File: config.mk
export PLATFORM = sky130hd
export DESIGN_NAME = xilinx_fifo_rd_stream
export DESIGN_NICKNAME = d
export VERILOG_FILES = /design/src/rtl/xilinx_fifo_pkg.sv /design/src/rtl/xilinx_fifo_skid.sv /design/src/rtl/xilinx_fifo_rd_stream.sv
export SDC_FILE = /design/constraint.sdc
export NUM_CORES = 1
export LEC_CHECK = 0
export CAP_MARGIN = 20
export CORE_AREA = 2 2 113 115
export CTS_BUF_LIST = sky130_fd_sc_hd__clkbuf_16
export DETAILED_ROUTE_END_ITERATION = 12
export DIE_AREA = 0 0 115 117
export GPL_ROUTABILITY_DRIVEN = 1
export PLACE_DENSITY = 0.75
export SLEW_MARGIN = 20
export SYNTH_ARGS = -nofsm -noshare
export SYNTH_HDL_FRONTEND = slang
export SYNTH_HIERARCHICAL = 1
export SYNTH_SLANG_ARGS = --single-unit
File: constraint.sdc
create_clock -name CLK -period 3.5 [get_ports CLK]
set_input_delay 0.7 -clock CLK [delete_from_list [all_inputs] [get_ports CLK]]
set_output_delay 0.7 -clock CLK [all_outputs]
set_load 0.05 [all_outputs]
File: src/rtl/xilinx_fifo_pkg.sv
// -----------------------------------------------------------------------------
// xilinx_fifo_pkg
// Shared helpers for the block-RAM FIFO read-side adapter.
//   rd_latency(do_reg) : read latency of a non-FWFT FIFO18E1/FIFO36E1 (1 + DO_REG)
//   skid_depth(lat)    : skid entries needed to cover the in-flight words plus one
//   level_t            : 2-bit skid-buffer occupancy (0..3)
// -----------------------------------------------------------------------------
package xilinx_fifo_pkg;

  typedef logic [1:0] level_t;

  function automatic int rd_latency(input int do_reg);
    return 1 + do_reg;
  endfunction

  // One entry per in-flight read plus one, so that a full-rate stream never
  // has to drop RDEN while words are still in the pipe.
  function automatic int skid_depth(input int lat);
    return lat + 1;
  endfunction

endpackage

File: src/rtl/xilinx_fifo_skid.sv
// -----------------------------------------------------------------------------
// xilinx_fifo_skid
// Small first-word-fall-through register FIFO. Entry 0 is always the head, so
// a pop shifts the remaining entries down by one.
//   clk, rst   : clock and synchronous active-high reset
//   push       : write push_data (ignored when full and not popping)
//   push_data  : word to write
//   pop        : remove head (ignored when empty)
//   level      : number of stored words, 0..DEPTH
//   head       : oldest stored word (zero after reset)
// -----------------------------------------------------------------------------
module xilinx_fifo_skid #(
  parameter int DATA_WIDTH = 36,
  parameter int DEPTH      = 3
) (
  input  logic                         clk,
  input  logic                         rst,
  input  logic                         push,
  input  logic [DATA_WIDTH-1:0]        push_data,
  input  logic                         pop,
  output logic [$clog2(DEPTH+1)-1:0]   level,
  output logic [DATA_WIDTH-1:0]        head
);

  localparam int LW = $clog2(DEPTH + 1);

  logic [DATA_WIDTH-1:0] mem   [DEPTH];
  logic [DATA_WIDTH-1:0] mem_n [DEPTH];
  logic [LW-1:0]         level_n;
  logic [LW-1:0]         wr_idx;
  logic                  pop_ok;
  logic                  push_ok;

  // Next-state of the entry array. When a pop and a push coincide the new
  // word lands one slot lower, because everything has just shifted down.
  always_comb begin
    mem_n   = mem;
    pop_ok  = pop && (level != '0);
    push_ok = push && ((level < LW'(DEPTH)) || pop_ok);
    wr_idx  = pop_ok ? (level - LW'(1)) : level;
    if (pop_ok) begin
      for (int i = 0; i < DEPTH - 1; i++) begin
        mem_n[i] = mem[i+1];
      end
    end
    if (push_ok) begin
      for (int i = 0; i < DEPTH; i++) begin
        if (LW'(i) == wr_idx) begin
          mem_n[i] = push_data;
        end
      end
    end
    level_n = level + LW'(push_ok) - LW'(pop_ok);
  end

  always_ff @(posedge clk) begin
    if (rst) begin
      level <= '0;
      for (int i = 0; i < DEPTH; i++) begin
        mem[i] <= '0;
      end
    end else begin
      level <= level_n;
      mem   <= mem_n;
    end
  end

  assign head = mem[0];

endmodule

File: src/rtl/xilinx_fifo_rd_stream.sv
// -----------------------------------------------------------------------------
// xilinx_fifo_rd_stream
// Read-side adapter for a non-FWFT block-RAM sync FIFO (FIFO18E1/FIFO36E1).
// It issues RDEN against a credit count, tracks the fixed read latency with a
// valid shift pipe, catches returned words in a skid buffer and presents them
// as a valid/ready stream at one word per cycle.
//
// Ports:
//   CLK, RST    : clock shared with the FIFO, synchronous active-high reset
//   FIFO_EMPTY  : FIFO EMPTY flag
//   FIFO_RDEN   : FIFO read enable (held low during the post-reset hold-off)
//   FIFO_DO     : FIFO data output, valid RD_LATENCY cycles after RDEN
//   FIFO_RDERR  : FIFO RDERR flag
//   M_VALID     : stream valid (skid buffer not empty)
//   M_READY     : stream ready
//   M_DATA      : stream data, the skid-buffer head
//   M_LEVEL     : skid-buffer occupancy, 0..RD_LATENCY+1
//   ERR         : sticky error, cleared only by RST
//
// Build option:
//   XILINX_FIFO_RD_STREAM_RDERR_CHECK_EN - fold FIFO_RDERR into ERR and add
//   simulation assertions for RDERR and skid-buffer overflow.
// -----------------------------------------------------------------------------
module xilinx_fifo_rd_stream
  import xilinx_fifo_pkg::*;
#(
  parameter int DATA_WIDTH  = 36,
  parameter int RD_LATENCY  = 2,
  parameter int RST_HOLDOFF = 5
) (
  input  logic                  CLK,
  input  logic                  RST,
  input  logic                  FIFO_EMPTY,
  output logic                  FIFO_RDEN,
  input  logic [DATA_WIDTH-1:0] FIFO_DO,
  input  logic                  FIFO_RDERR,
  output logic                  M_VALID,
  input  logic                  M_READY,
  output logic [DATA_WIDTH-1:0] M_DATA,
  output logic [1:0]            M_LEVEL,
  output logic                  ERR
);

  localparam int SKID_DEPTH = skid_depth(RD_LATENCY);
  localparam int CW         = $clog2(RD_LATENCY + SKID_DEPTH + 1);
  localparam int HW         = (RST_HOLDOFF < 1) ? 1 : $clog2(RST_HOLDOFF + 1);

  logic [RD_LATENCY-1:0] pipe;
  logic [RD_LATENCY-1:0] pipe_n;
  logic [HW-1:0]         holdoff;
  logic [CW-1:0]         inflight;
  logic [CW-1:0]         cnt;
  level_t                skid_level;
  logic                  push;
  logic                  pop;
  logic                  err;

  assign push    = pipe[RD_LATENCY-1];
  assign M_VALID = (skid_level != '0);
  assign pop     = M_VALID && M_READY;
  assign M_LEVEL = skid_level;
  assign ERR     = err;

  // Credit check: every word already requested (in the pipe) or buffered owns
  // a skid slot, so RDEN is only raised when a slot is guaranteed to be free
  // by the time the word returns. RST gates RDEN so nothing is read while the
  // adapter is being cleared.
  always_comb begin
    inflight = '0;
    for (int i = 0; i < RD_LATENCY; i++) begin
      inflight = inflight + CW'(pipe[i]);
    end
    cnt       = inflight + CW'(skid_level);
    FIFO_RDEN = !RST && (holdoff == '0) && !FIFO_EMPTY &&
                ((cnt - CW'(pop)) < CW'(SKID_DEPTH));
    pipe_n    = pipe << 1;
    pipe_n[0] = FIFO_RDEN;
  end

  // Latency pipe, post-reset hold-off counter and the sticky error flag.
  always_ff @(posedge CLK) begin
    if (RST) begin
      pipe    <= '0;
      holdoff <= HW'(RST_HOLDOFF);
      err     <= 1'b0;
    end else begin
      pipe <= pipe_n;
      if (holdoff != '0) begin
        holdoff <= holdoff - HW'(1);
      end
`ifdef XILINX_FIFO_RD_STREAM_RDERR_CHECK_EN
      err <= err || (FIFO_RDEN && FIFO_EMPTY) || FIFO_RDERR;
`else
      err <= err || (FIFO_RDEN && FIFO_EMPTY);
`endif
    end
  end

`ifdef XILINX_FIFO_RD_STREAM_RDERR_CHECK_EN
  a_no_rderr : assert property (@(posedge CLK) disable iff (RST) !FIFO_RDERR)
    else $error("xilinx_fifo_rd_stream: FIFO_RDERR asserted");

  a_no_overflow : assert property (@(posedge CLK) disable iff (RST)
    !(push && (skid_level == level_t'(SKID_DEPTH)) && !pop))
    else $error("xilinx_fifo_rd_stream: push into full skid buffer");
`else
  logic rderr_unused;
  assign rderr_unused = FIFO_RDERR;
`endif

  xilinx_fifo_skid #(
    .DATA_WIDTH (DATA_WIDTH),
    .DEPTH      (SKID_DEPTH)
  ) u_skid (
    .clk       (CLK),
    .rst       (RST),
    .push      (push),
    .push_data (FIFO_DO),
    .pop       (pop),
    .level     (skid_level),
    .head      (M_DATA)
  );

endmodule
==> Word level (Yosys, flattened, before mapping) <==
Index checks and enable logic that the tools add are counted.
{ "op_classes": {"n_lt_le_gt_ge": 2, "mux": 6, "n_bitwise": 0, "n_shift": 0, "add_sub_neg": 7, "n_mul": 0, "n_reduce_logical": 16, "n_eq_ne": 2, "n_div": 0} }
{ "op_table": {"columns": ["op", "count"], "rows": [
  ["108-bit 2-to-1 mux", 1],
  ["36-bit 2-to-1 mux", 3],
  ["72-bit 2-to-1 mux", 1],
  ["1-bit logical AND", 7],
  ["2-bit by 2-bit adder with 3-bit output", 1],
  ["3-bit zero test", 1],
  ["3-bit by 2-bit less-than comparator with 1-bit output, second input constant", 1],
  ["3-bit nonzero test", 1],
  ["3-bit by 1-bit subtractor with 3-bit output", 1],
  ["3-bit by 1-bit subtractor with 3-bit output, second input constant", 1],
  ["1-bit by 1-bit adder with 2-bit output", 1],
  ["2-bit by 1-bit adder with 2-bit output", 1],
  ["1-bit by 2-bit == test with 1-bit output, first input constant", 1],
  ["2-bit == test, first input constant", 1],
  ["1-bit zero test", 2],
  ["2-bit zero test", 1],
  ["1-bit logical OR", 2],
  ["2-bit less-than comparator, second input constant", 1],
  ["2-bit 2-to-1 mux", 1],
  ["2-bit AND reduction", 1],
  ["2-bit nonzero test", 1],
  ["2-bit by 1-bit subtractor with 2-bit output", 1],
  ["2-bit by 1-bit subtractor with 2-bit output, second input constant", 1]
]} }
{ "word_totals": {"mem_bits_ro": 0, "in_bits": 41, "n_memories": 0, "output_inout_bits": 41, "register_bits": 116, "ramBits": 0, "wordCells": 40, "latch_bits": 0} }

==> Longest topological paths before layout <==
{ "logic_depth": {"word_depth": 7, "depth_mapped": 13, "depth_no_buf": 10} }

==> Cells and area by module <==
The synthesis kept the hierarchy.
{ "modules_own_cells": {"columns": ["mod", "cells_each", "seq_area_each_um2", "n_inst", "area_each_um2"], "rows": [
  ["xilinx_fifo_skid", 534, 2202.1, 1, 5041.1],
  ["xilinx_fifo_rd_stream", 36, 120.1, 1, 342.8]
]} }

==> Worst setup path after synthesis <==
OpenSTA, ideal clock, no wires.
{ "synth_timing": {"path_type": "register -> output", "from": "reg u_skid.level[1]", "to": "out FIFO_RDEN", "required_time_ns": 2.800, "n_path_buf": 0, "stages_incl_launch_ff": 11, "slack_ns": -0.809, "t_arrival_ns": 3.609, "path_cell_list": "dfxtp_1 -> inv_1 -> nand2_1 -> and2_1 -> ha_1 -> fa_1 -> inv_1 -> fa_1 -> inv_1 -> o221ai_2 -> a21oi_1"} }
{ "synth_via": {"elab_chain_cells": 5, "word_cells_on_any_way": 6, "classes_between": "2 x add/sub; 1 x order compare; 3 x reduce/logical"} }
{ "synth_rtl": {"columns": ["item", "line", "text"], "rows": [
  ["start: declaration", "xilinx_fifo_skid.sv:21", "output logic [$clog2(DEPTH+1)-1:0] level,"],
  ["start signal: assignment", "xilinx_fifo_skid.sv:63", "level <= level_n;"],
  ["2-bit nonzero test", "xilinx_fifo_rd_stream.sv:59", "assign M_VALID = (skid_level != '0);"],
  ["named net M_VALID", "xilinx_fifo_rd_stream.sv:37", "output logic M_VALID,"],
  ["1-bit logical AND", "xilinx_fifo_rd_stream.sv:60", "assign pop = M_VALID && M_READY;"],
  ["named net pop", "xilinx_fifo_rd_stream.sv:55", "logic pop;"],
  ["3-bit by 1-bit subtractor with 3-bit output", "xilinx_fifo_rd_stream.sv:75", "((cnt - CW'(pop)) < CW'(SKID_DEPTH));"],
  ["3-bit by 2-bit less-than comparator with 1-bit output", "xilinx_fifo_rd_stream.sv:75", null],
  ["1-bit logical AND", "xilinx_fifo_rd_stream.sv:74", "FIFO_RDEN = !RST && (holdoff == '0) && !FIFO_EMPTY &&"],
  ["end: declaration", "xilinx_fifo_rd_stream.sv:34", "output logic FIFO_RDEN,"]
]} }
The timed path passes the listed nets, and every way through them passes these cells.

==> Worst setup path in the final report <==
{ "layout_timing": {"from": "reg u_skid.level[0]", "to": "out FIFO_RDEN"} }
{ "layout_via": {"elab_chain_cells": 5, "word_cells_on_any_way": 6, "classes_between": "2 x add/sub; 1 x order compare; 3 x reduce/logical"} }
{ "layout_rtl": {"columns": ["item", "line"], "rows": [
  ["2-bit nonzero test", "xilinx_fifo_rd_stream.sv:59"],
  ["1-bit logical AND", "xilinx_fifo_rd_stream.sv:60"],
  ["named net pop", "xilinx_fifo_rd_stream.sv:55"],
  ["3-bit by 1-bit subtractor with 3-bit output", "xilinx_fifo_rd_stream.sv:75"],
  ["3-bit by 2-bit less-than comparator with 1-bit output", "xilinx_fifo_rd_stream.sv:75"],
  ["1-bit logical AND", "xilinx_fifo_rd_stream.sv:74"]
]} }
The timed path passes the listed nets, and every way through them passes these cells.

==> flow_metrics.py <==
metrics = {
    "place": {
        "place_area_um2": 6020,
        "place_hpwl_um": 7000,
        "place_ws_ns": -0.113,
        "place.gp.congestion": 0.721,
        "io_buffer_count": 80,
    },
    "logic_synthesis": {
        "synth-edff-count": 0,
        "synth-seq-area-share_pct": 43.1,
        "synth_area_leader_cell": "dfxtp_1",
        "synth_top_area_share_pct": 43.1,
        "synth_area_leaders": "dfxtp_1, mux2i_1, a211oi_2, a211oi_1, buf_4",
        "synthArstFlopShare_pct": 0,
        "synth_top_flop_cell": "dfxtp_1",
        "synth_warnings": 6,
        "ys_seq_elements": 116,
        "synth_cells": 570,
        "netlist_area_um2": 5380,
        "synth_area_per_cell_um2": 9.45,
        "synth.distinct_cells": 33,
        "synth_nets": 619,
    },
    "setup_path": {
        "startpoint_type": "flop",
        "worstPathRequired_ns": 2.80,
        "r2r_cells": 9,
        "crit_slowest_cell": "fa_1",
        "crit_chain": "inv_2 > nand2_2 > and2_4 > ha_4 > fa_2 > inv_2 > fa_1 > inv_2 > o221ai_4 > a21oi_4 > buf_12",
        "reg2reg_to": "u_skid/mem[39]$_SDFF_PP0_",
        "max_stage_delay_ns": 0.43,
        "crit_top_cell": "inv_2",
        "ff2ff_setup_slack_ns": 1.26,
        "crit_path_max_fanout": 9,
        "cp_data_arrival_time_ns": 2.70,
        "r2r_start": "u_skid/level[0]$_SDFF_PP0_",
        "crit_type": "flop to primary output",
        "endpoint_kind": "primary output",
    },
    "sta": {
        "grt_setup_unrepaired": "no",
        "relSlewSlack_pct": 52.8,
        "layout_setup_ws_ns": 0.104,
        "post-route-min-period_ns": 3.40,
        "max_slew.worst_pin.slew_ns": 0.709,
        "finalSetupViolations": 0,
        "worst_hold_slack_ns": 0.449,
        "fmax_mhz": 295,
        "hold_violations": 0,
        "maxSlewViolCount": 0,
        "skew_ns": 0.00429,
        "finalCritPeriodShare_pct": 97.0,
    },
    "pwr": {
        "p_leak_nw": 2.78,
        "ir_worst_vdd_mv": 0.245,
        "pwr-share-clk_pct": 48.5,
        "power_frac_comb_pct": 5.3,
        "switching_share_pct": 22.0,
        "internal_power_mw": 2.27,
        "p_sw_mw": 0.640,
        "pwr_density_cell_nw_per_um2": 443,
        "pwr-share-seq_pct": 46.2,
    },
    "drt": {
        "routed-via-count": 4040,
        "drt-initial-drc-count": 134,
        "avgRoutedWirePerCell_um": 14.6,
        "ant_nets": 0,
        "avgViaCountPerCell": 5.27,
        "drt-pass1-iter-count": 6,
        "wl_um": 11200,
        "route.detailed.drc": 0,
    },
    "clock_network": {
        "cts_tree": "done",
        "clk_pin_slew_worst_paths_ns": 0.05,
        "cts-htree-levels": 4,
        "cts_buffers": 17,
        "cts_sinks": 116,
        "cts_root_buf": "clkbuf_16",
        "insertion_delay_ns": 0.41,
        "cts_buffer_depth": 2,
    },
    "layout": {
        "final_common_cell": "dfxtp_1",
        "final_cell_mix": "dfxtp_1, clkdlybuf4s50_1, nor2_1, mux2i_1, nand2_1",
        "syn_to_final_growth_pct": 21.8,
        "drive_gt1_share_pct": 14.9,
        "diodes": 0,
        "fill_cells": 1131,
        "utilization_pct": 53.3,
        "finish.instance_area_um2": 6560,
        "final_nets": 656,
    },
    "global_route": {
        "grtUsageTotal_pct": 17.3,
        "grt_max_degree": 62,
        "grt_antenna_before_repair": 0,
        "grt_overflow": 0,
        "grt_pass1_vias": 4020,
        "grt_pass1_wl_um": 18300,
    },
    "outcome": {
        "status": "finished, final reports clean",
    },
    "floorplanning": {
        "die_area_um2": 13500,
        "initial_utilization_pct": 43.7,
        "die_y_um": 117,
        "pin_count": 82,
        "fp.dieW_um": 115,
        "rows": 41,
        "core-area_um2": 12300,
    },
    "worst_hold_path": {
        "hold_end": "u_skid/mem[8]$_SDFFE_PP0P_",
        "hp-start": "u_skid/mem[8]$_SDFFE_PP0P_",
        "hold-path-cell-count": 2,
        "hp-class": "flop to flop",
    },
    "flow_run": {
        "max_cap_viol_count": 0,
    },
}
## worst max path at each step
| stage | from | to | slack [ns] | cells after the start |
|---|---|---|---|---|
| global route | u_skid/level[0]$_SDFF_PP0_ | FIFO_RDEN | 0.007 | 11 |
| finish | u_skid/level[0]$_SDFF_PP0_ | FIFO_RDEN | 0.10 | 11 |
| CTS | u_skid/level[1]$_SDFF_PP0_ | FIFO_RDEN | 0.01 | 11 |
| floorplan | u_skid/level[1]$_SDFF_PP0_ | FIFO_RDEN | 0.03 | 10 |
| global placement | M_READY | FIFO_RDEN | -0.05 | 10 |
| detailed placement | M_READY | FIFO_RDEN | -0.11 | 10 |
## final cells by class
class | count | area (µm²) | area share, %
multi-input combinational | 363 | 2580 | 39.4
sequential | 116 | 2330 | 35.5
timing repair buffer | 96 | 927 | 14.1
clock buffer | 17 | 425 | 6.49
tap | 150 | 188 | 2.86
clock inverter | 12 | 53.8 | 0.821
inverter | 13 | 48.8 | 0.744
## per-stage QoR
stage	power (mW)	cells	TNS, ns
floorplan	1.45	570	0
global placement	1.52	735	-0.0502
detailed placement	1.52	735	-0.113
CTS	2.95	765	0
global route	3.01	767	0
finish	2.91	767	0
## critical path, delay by kind of cell, from the launching register on
family | cells | cell delay [ns]
AND/OR/NAND/NOR | 2 | 0.22
adder cells (fa/ha/maj) | 3 | 1.01
AO/OA/AOI/OAI | 2 | 0.29
buffers and inverters | 4 | 0.37
flip-flops | 1 | 0.37
## Yosys cell counts (all sizes together) (2+ instances only)
cell	count
buf	63
mux2i	72
a21oi	40
nor2	74
a32oi	2
nand2b	3
clkbuf	15
dfxtp	116
and4bb	2
nand2	73
a211oi	73
inv	13
ha	6
fa	2
o21ai	2
## power by group through the flow
stage          Sequential [mW]  Combinational [mW]  Clock, mW
3_3_place_gp              1.37               0.150          0
5_1_grt                   1.34               0.166       1.51
6_report                  1.34               0.154       1.41
2_1_floorplan             1.37              0.0814          0
3_5_place_dp              1.37               0.153          0
4_1_cts                   1.34               0.156       1.45
## cell families after synthesis
| logic type | Yosys count | synth area share [%] |
|---|---|---|
| xor gates and xnor gates | 2 | 0.325 |
| AOI/OAI and AO/OA | 121 | 18.7 |
| adders and majority gates | 8 | 2.14 |
| DFF | 116 | 43.1 |
| buffers and inverters | 91 | 9.81 |
| muxes | 72 | 13.4 |
| and+or+nand+nor | 160 | 12.5 |
## flip-flops by register name (all words and copies together) (netlist names)
name          flops
u_skid/mem       72
u_skid/head      36
holdoff           3
pipe              2
u_skid/level      2
ERR               1
## timing repair
item / 4_1_cts / 5_1_grt
setup endpoints to repair: 1 / 1
resized for setup: 8 / 3
pin swaps: 4 / 0
hold buffers: 0 / 0
setup buffers: 1 / 2
## per-layer routing
| layer | vias up | global-route usage (%) | share of wire, % | wire length [µm] |
|---|---|---|---|---|
| met5 | - | 0 | 0 | 0 |
| met4 | 0 | 7.47 | 1.5 | 170 |
| met3 | 15 | 4.79 | 3.5 | 396 |
| met2 | 65 | 30.7 | 51 | 5660 |
| met1 | 1941 | 19.4 | 44 | 4940 |
| li1 | 2019 | - | - | - |
Power figures use the tool's default switching activity.
